**config.mk**
```make
export PLATFORM = sky130hd
export DESIGN_NAME = ysyx_22050243_decode_stage
export DESIGN_NICKNAME = d
export VERILOG_FILES = /design/src/rtl/ysyx_22050243_pkg.sv /design/src/rtl/ysyx_22050243_inst_dec.sv /design/src/rtl/ysyx_22050243_decode_stage.sv
export SDC_FILE = /design/constraint.sdc
export NUM_CORES = 1
export LEC_CHECK = 0
export CELL_PAD_IN_SITES_DETAIL_PLACEMENT = 2
export CELL_PAD_IN_SITES_GLOBAL_PLACEMENT = 2
export CORE_ASPECT_RATIO = 1.2
export CORE_UTILIZATION = 30
export CTS_CLUSTER_DIAMETER = 30
export DETAILED_ROUTE_END_ITERATION = 10
export GPL_TIMING_DRIVEN = 0
export MAX_ROUTING_LAYER = met4
export PLACE_DENSITY_LB_ADDON = 0.1
export SYNTH_ARGS = -nofsm -noshare
export SYNTH_HDL_FRONTEND = slang
export SYNTH_SLANG_ARGS = --single-unit
```
**constraint.sdc**
```tcl
create_clock -name clk -period 2.7 [get_ports clk]
set_clock_uncertainty 0.05 [all_clocks]
set_input_delay 0.405 -clock clk [delete_from_list [all_inputs] [get_ports clk]]
set_output_delay 0.405 -clock clk [all_outputs]
set_load 0.01 [all_outputs]
```
**src/rtl/ysyx_22050243_pkg.sv**
```systemverilog
// Shared decode types for the ID stage: opcodes, control bundle layout,
// field encodings, exception flags and the stage state machine.
package ysyx_22050243_pkg;

  localparam int CTRL_BITS = 14;

  localparam logic [6:0] OPC_LUI      = 7'b0110111;
  localparam logic [6:0] OPC_AUIPC    = 7'b0010111;
  localparam logic [6:0] OPC_JAL      = 7'b1101111;
  localparam logic [6:0] OPC_JALR     = 7'b1100111;
  localparam logic [6:0] OPC_BRANCH   = 7'b1100011;
  localparam logic [6:0] OPC_LOAD     = 7'b0000011;
  localparam logic [6:0] OPC_STORE    = 7'b0100011;
  localparam logic [6:0] OPC_OP_IMM   = 7'b0010011;
  localparam logic [6:0] OPC_OP       = 7'b0110011;
  localparam logic [6:0] OPC_OP_IMM32 = 7'b0011011;
  localparam logic [6:0] OPC_OP_32    = 7'b0111011;
  localparam logic [6:0] OPC_FENCE    = 7'b0001111;
  localparam logic [6:0] OPC_SYSTEM   = 7'b1110011;

  typedef enum logic [2:0] {
    M2R_ALU   = 3'd0,
    M2R_MEM   = 3'd1,
    M2R_IMM   = 3'd2,
    M2R_PC4   = 3'd3,
    M2R_PCIMM = 3'd4,
    M2R_CSR   = 3'd5
  } mem2reg_e;

  typedef enum logic [1:0] {
    PC_SEQ  = 2'd0,
    PC_JAL  = 2'd1,
    PC_JALR = 2'd2
  } pc_src_e;

  typedef enum logic [2:0] {
    ALU_ADD     = 3'd0,
    ALU_BRANCH  = 3'd1,
    ALU_OP      = 3'd2,
    ALU_OPIMM   = 3'd3,
    ALU_OP32    = 3'd6,
    ALU_OPIMM32 = 3'd7
  } alu_op_e;

  typedef struct packed {
    logic     csr_r;
    logic     alu_src;
    mem2reg_e mem2reg;
    logic     reg_w;
    logic     mem_r;
    logic     mem_w;
    logic     branch;
    pc_src_e  pc_src;
    alu_op_e  alu_op;
  } ctrl_t;

  typedef struct packed {
    logic illegal;
    logic ecall;
    logic ebreak;
  } exc_t;

  typedef enum logic [1:0] {
    ST_RUN       = 2'd0,
    ST_HALT_PEND = 2'd1,
    ST_HALTED    = 2'd2
  } state_e;

endpackage

```
**src/rtl/ysyx_22050243_inst_dec.sv**
```systemverilog
// Combinational RV32I/RV64I decoder: instruction word to control bundle and
// exception flags. Anything not recognised yields illegal with a zero bundle.
module ysyx_22050243_inst_dec
  import ysyx_22050243_pkg::*;
#(
  parameter int XLEN = 64
) (
  input  logic [31:0] inst,
  output ctrl_t       ctrl,
  output exc_t        exc
);

  localparam bit RV64 = (XLEN == 64);

  logic [6:0]  opcode_s;
  logic [2:0]  funct3_s;
  logic [11:0] imm12_s;

  assign opcode_s = inst[6:0];
  assign funct3_s = inst[14:12];
  assign imm12_s  = inst[31:20];

  // Field decode; every path starts from an all-zero bundle.
  always_comb begin
    ctrl = '0;
    exc  = '0;
    if (inst[1:0] != 2'b11) begin
      exc.illegal = 1'b1;
    end else begin
      case (opcode_s)
        OPC_LUI:    begin ctrl.mem2reg = M2R_IMM;   ctrl.reg_w = 1'b1; end
        OPC_AUIPC:  begin ctrl.mem2reg = M2R_PCIMM; ctrl.reg_w = 1'b1; end
        OPC_JAL:    begin ctrl.mem2reg = M2R_PC4; ctrl.reg_w = 1'b1; ctrl.pc_src = PC_JAL;  end
        OPC_JALR:   begin ctrl.mem2reg = M2R_PC4; ctrl.reg_w = 1'b1; ctrl.pc_src = PC_JALR; end
        OPC_BRANCH: begin ctrl.branch = 1'b1; ctrl.alu_op = ALU_BRANCH; end
        OPC_LOAD: begin
          ctrl.alu_src = 1'b1;
          ctrl.mem2reg = M2R_MEM;
          ctrl.reg_w   = 1'b1;
          ctrl.mem_r   = 1'b1;
        end
        OPC_STORE:  begin ctrl.alu_src = 1'b1; ctrl.mem_w = 1'b1; end
        OPC_OP_IMM: begin ctrl.alu_src = 1'b1; ctrl.reg_w = 1'b1; ctrl.alu_op = ALU_OPIMM; end
        OPC_OP:     begin ctrl.reg_w = 1'b1; ctrl.alu_op = ALU_OP; end
        OPC_OP_IMM32: begin
          if (RV64) begin
            ctrl.alu_src = 1'b1;
            ctrl.reg_w   = 1'b1;
            ctrl.alu_op  = ALU_OPIMM32;
          end else begin
            exc.illegal = 1'b1;
          end
        end
        OPC_OP_32: begin
          if (RV64) begin
            ctrl.reg_w  = 1'b1;
            ctrl.alu_op = ALU_OP32;
          end else begin
            exc.illegal = 1'b1;
          end
        end
        OPC_FENCE: begin
          ctrl = '0;
        end
        OPC_SYSTEM: begin
          case (funct3_s)
            3'b000: begin
              if (imm12_s == 12'h000) begin
                exc.ecall = 1'b1;
              end else if (imm12_s == 12'h001) begin
                exc.ebreak = 1'b1;
              end else begin
                exc.illegal = 1'b1;
              end
            end
            3'b100: exc.illegal = 1'b1;
            default: begin
              ctrl.csr_r   = 1'b1;
              ctrl.mem2reg = M2R_CSR;
              ctrl.reg_w   = 1'b1;
            end
          endcase
        end
        default: exc.illegal = 1'b1;
      endcase
    end
  end

endmodule

```
**src/rtl/ysyx_22050243_decode_stage.sv**
```systemverilog
// Registered ID stage: decodes on the input side, holds entries in an output
// register plus a one-entry skid buffer, and sequences the ebreak halt.
module ysyx_22050243_decode_stage
  import ysyx_22050243_pkg::*;
#(
  parameter int XLEN   = 64,
  parameter int PC_W   = 64,
  parameter int CTRL_W = CTRL_BITS
) (
  input  logic              clk,
  input  logic              rst,
  input  logic              in_valid,
  output logic              in_ready,
  input  logic [31:0]       in_inst,
  input  logic [PC_W-1:0]   in_pc,
  input  logic              flush,
  output logic              out_valid,
  input  logic              out_ready,
  output logic [31:0]       out_inst,
  output logic [PC_W-1:0]   out_pc,
  output logic [CTRL_W-1:0] out_ctrl,
  output logic [2:0]        out_exc,
  output logic              halted
);

  typedef struct packed {
    logic [31:0]     inst;
    logic [PC_W-1:0] pc;
    ctrl_t           ctrl;
    exc_t            exc;
  } entry_t;

  ctrl_t  dec_ctrl_s;
  exc_t   dec_exc_s;
  entry_t in_entry_s;
  entry_t out_r;
  entry_t skid_r;
  logic   out_valid_r;
  logic   skid_valid_r;
  logic   halted_r;
  state_e state_r;
  state_e state_nxt_s;
  logic   in_ready_s;
  logic   accept_s;
  logic   leave_s;
  logic   flush_s;

  ysyx_22050243_inst_dec #(.XLEN(XLEN)) u_dec (
    .inst (in_inst),
    .ctrl (dec_ctrl_s),
    .exc  (dec_exc_s)
  );

  assign in_entry_s = '{inst: in_inst, pc: in_pc, ctrl: dec_ctrl_s, exc: dec_exc_s};
  assign in_ready_s = !rst && (state_r == ST_RUN) && !skid_valid_r;
  assign accept_s   = in_valid && in_ready_s;
  assign leave_s    = out_valid_r && out_ready;
  // Once halted the stage is frozen, so redirect flushes no longer apply.
  assign flush_s    = flush && (state_r != ST_HALTED);

  // Halt sequencing; a flushed ebreak never arms the halt.
  always_comb begin
    state_nxt_s = state_r;
    case (state_r)
      ST_RUN: begin
        if (accept_s && !flush && dec_exc_s.ebreak) begin
          state_nxt_s = ST_HALT_PEND;
        end else begin
          state_nxt_s = ST_RUN;
        end
      end
      ST_HALT_PEND: begin
        if (flush_s) begin
          state_nxt_s = ST_RUN;
        end else if (leave_s && out_r.exc.ebreak) begin
          state_nxt_s = ST_HALTED;
        end else begin
          state_nxt_s = ST_HALT_PEND;
        end
      end
      ST_HALTED: state_nxt_s = ST_HALTED;
      default:   state_nxt_s = ST_RUN;
    endcase
  end

  // State and halted flag registers.
  always_ff @(posedge clk) begin
    if (rst) begin
      state_r  <= ST_RUN;
      halted_r <= 1'b0;
    end else begin
      state_r  <= state_nxt_s;
      halted_r <= (state_nxt_s == ST_HALTED);
    end
  end

  // Output register and skid buffer; skid always holds the younger entry.
  always_ff @(posedge clk) begin
    if (rst) begin
      out_r        <= '0;
      skid_r       <= '0;
      out_valid_r  <= 1'b0;
      skid_valid_r <= 1'b0;
    end else if (flush_s) begin
      out_valid_r  <= 1'b0;
      skid_valid_r <= 1'b0;
    end else if (leave_s) begin
      if (skid_valid_r) begin
        out_r        <= skid_r;
        skid_valid_r <= 1'b0;
      end else if (accept_s) begin
        out_r <= in_entry_s;
      end
      out_valid_r <= skid_valid_r || accept_s;
    end else if (accept_s) begin
      if (out_valid_r) begin
        skid_r       <= in_entry_s;
        skid_valid_r <= 1'b1;
      end else begin
        out_r       <= in_entry_s;
        out_valid_r <= 1'b1;
      end
    end
  end

  assign in_ready  = in_ready_s;
  assign out_valid = out_valid_r;
  assign out_inst  = out_r.inst;
  assign out_pc    = out_r.pc;
  assign out_ctrl  = out_r.ctrl;
  assign out_exc   = out_r.exc;
  assign halted    = halted_r;

endmodule

```
==> metrics.md <==
| Metric | Value |
|---|---|
| First-pass DRT Iterations | `4` |
| FILL cells | `~3400` |
| Initial Utilization | `a little under a third` |
| First-pass GRT wire length | `approximately 58000 µm` |
| Pwr Density | `775.7 mW/mm²` |
| Non-Filler Instances | `between 1500 and 2000` |
| Fin nets | `1562` |
| Seq/Total Area, Yosys | `49.90%` |
| Post-route DRC | `0` |
| Syn-to-layout area delta | `47.42%` |
| Slew HR | `~23%` |
| Finished Core Util | `around 45%` |
| Vias | `~10000` |
| Crit path max fanout | `5` |
| Share of cells above drive strength 1 | `under 10%` |
| Asr flop ratio synth | `0%` |
| Status | `complete, no violations` |
| Peak VDD IR | `roughly 0.46 mV` |
| Leakage Power | `around 4.8 nW` |
| Post-DP HPWL | `~25000 µm` |
| Setup bufs post-CTS | `0` |
| Initial DRC Count | `between 300 and 400` |
| Placer congestion estimate | `approximately 0.80` |
| Boundary Pins | `between 200 and 250` |
| Die Ht | `between 150 and 200 µm` |
| Fmax | `around 400 MHz` |
| Overflow after GRT | `0` |
| Placed cell area | `~0.012 mm²` |
| Wire per inst | `19.40 µm` |
| Final instance area | `between 0.01 and 0.015 mm²` |
| Most common cell after layout, fill and taps aside | `nand2_1` |
| Row cnt | `70` |
| CTS Root Cell | `clkbuf_16` |
| Register bit count reported by yosys | `231` |
| Hold_buf cts | `0` |
| Critical path class | `input pin to flip-flop` |
| Total CTS buffers | `53` |
| DRT Wirelength | `36830 µm` |
| Post-Route Setup TNS | `0 ns` |
| Max_cap viols | `0` |
| Synthesized area | `0.009268 mm²` |
| Syn_nets | `about 1300` |
| Vias in the first global route | `between 10000 and 15000` |
| Cells after Synth | `about 1200` |
| Largest net degree at the start of global routing | `15` |
| TritonCTS Sinks | `231` |
| Initial antenna violation count | `1` |
| Syn_area_per_cell | `between 7 and 8 µm²` |
| Floorplan core area | `around 0.030 mm²` |
| Final worst-path setup slack | `0.2021 ns` |
| Top_reg_cell synth | `dfxtp_1` |
| Global-route usage over all layers | `between 20 and 25%` |
| RSZ-0062 raised after global routing | `no` |
| Hold Path Class | `input pin to flip-flop` |
| Number of distinct library cells after synthesis | `roughly 40` |
| Htree depth | `2` |
| CTS Buffer Depth | `3` |
| Number of port buffers | `between 200 and 250` |
| Post-synth EDFFs | `0` |
| Die area | `0.03160 mm²` |
| Worst Max-Slew Pin Slew | `between 1 and 1.5 ns` |
| Setup violators final | `0` |
| CTS tree | `yes` |
| Synth warn | `0` |
| Post-DRT Antenna Nets | `0` |
| Data arrival, critical path | `slightly below 3 ns` |
| Final Critical Period | `between 2 and 2.5 ns` |
| Commonest non-fill, non-tap cells in the layout | `nand2_1, dfxtp_1, clkdlybuf4s50_1` |
| Reg clk slew, reported paths | `~0.040 ns` |
| Fin. Hold Viols | `0` |
| Worst EP required | `around 3.1 ns` |
| DR vias/cell | `roughly 5` |
| DIE WIDTH | `~160 µm` |
| Placed instance count | `roughly 1800` |
| Place WS | `-0.5238 ns` |
| Crit. End Element | `flip-flop` |
| Slew Limit Fails | `0` |
| Final period util | `about 90%` |
| Clock latency on the worst-skew pair | `0.56 ns` |
| Worst Setup Start Kind | `input pin` |
==> power breakdown <==
part	internal [mW]	leakage (nW)	total (mW)	switching [mW]
combinational	0.389	2.07	0.786	0.397
clock	4.26	0.856	6.24	1.98
sequential	3.52	1.87	3.57	0.0550
total	8.17	4.80	10.6	2.43
==> cell type report <==
class	count	area, µm²	share of cell area (%)
Sequential cell	231	4624	33.85
Inverter	3	11.26	0.08242
Clock inverter	20	256.5	1.877
Tap cell	396	495.5	3.627
Multi-Input combinational cell	852	4140	30.30
Buffer	106	500.5	3.663
Timing Repair Buffer	214	2142	15.68
Antenna cell	1	2.502	0.01832
Clock buffer	75	1489	10.90
==> synthesized netlist by cell type (all sizes together), types with 2 or more instances <==
cell,number,share of area (%)
a211oi,5,0.41
nor2,128,5.2
a21oi,115,6.2
nand2b,4,0.27
clkbuf,65,2.6
nand2,414,17
o311a,2,0.22
nor4b,2,0.19
inv,3,0.12
buf,41,2.7
nor3,18,1.0
a32o,2,0.22
or4,2,0.16
nor4,7,0.63
a211o,3,0.28
a311oi,104,9.8
a31oi,5,0.34
nand3,13,0.70
o21ai,6,0.32
a2111oi,2,0.19
dfxtp,231,50
or3,3,0.20
nor2b,4,0.27
==> routing by layer <==
layer	part of all wire [%]	wire, µm	GRT usage (%)	vias up
li1	-	-	-	4640
met1	42	15380	27.39	4830
met2	52	19040	42.78	221
met3	4.2	1564	4.097	62
met4	2.3	837	7.792	0
met5	0	0	-	-
==> final timing paths <==
check	startpoint	endpoint	slack, ns	cells past startpoint
min	in_inst[6]	skid_r[87]$_SDFFE_PP0P_	0.15	3
max reg2reg	out_valid$_SDFFE_PP0P_	out_inst[16]$_SDFFE_PP0P_	0.25	6
min reg2reg	skid_r[22]$_SDFFE_PP0P_	skid_r[22]$_SDFFE_PP0P_	0.40	2
max	in_inst[27]	out_exc[0]$_SDFFE_PP0P_	0.20	6
==> through the flow <==
| stage | total power, mW | hold WS [ns] |
|---|---|---|
| global placement | 4.405 | 0.3922 |
| CTS | 10.73 | 0.1362 |
| floorplan | 3.934 | 0.3832 |
| finish | 10.60 | 0.1463 |
| global route | 10.95 | 0.1765 |
| detailed placement | 4.423 | 0.4010 |
==> repair_timing <==
action / CTS / global route
resized for setup: 1 / 4
hold endpoints to repair: 0 / 0
gates cloned: 0 / 0
endpoints found under the setup margin: 13 / 5
==> flip-flops by register name, summed over array words and instances (netlist names) <==
signal,flops
skid_r,113
out_pc,64
out_inst,32
out_ctrl,14
out_exc,3
state_r,2
halted,1
out_valid,1
skid_valid_r,1
==> cells by family after synthesis <==
logic type	after synthesis	share of synthesized area, %
and+or+nand+nor	599	25.80
AOI/OAI and AO/OA	253	18.87
DFF	231	49.90
buffers and inverters	109	5.427
==> worst max-delay path: stages <==
cell,delay (ns)
clkdlybuf4s50_1,0.47
nor4_1,0.37
nand3_1,0.22
nor4b_1,1.00
nand3_1,0.15
a311oi_1,0.29
(Power assumes the default switching activity.)
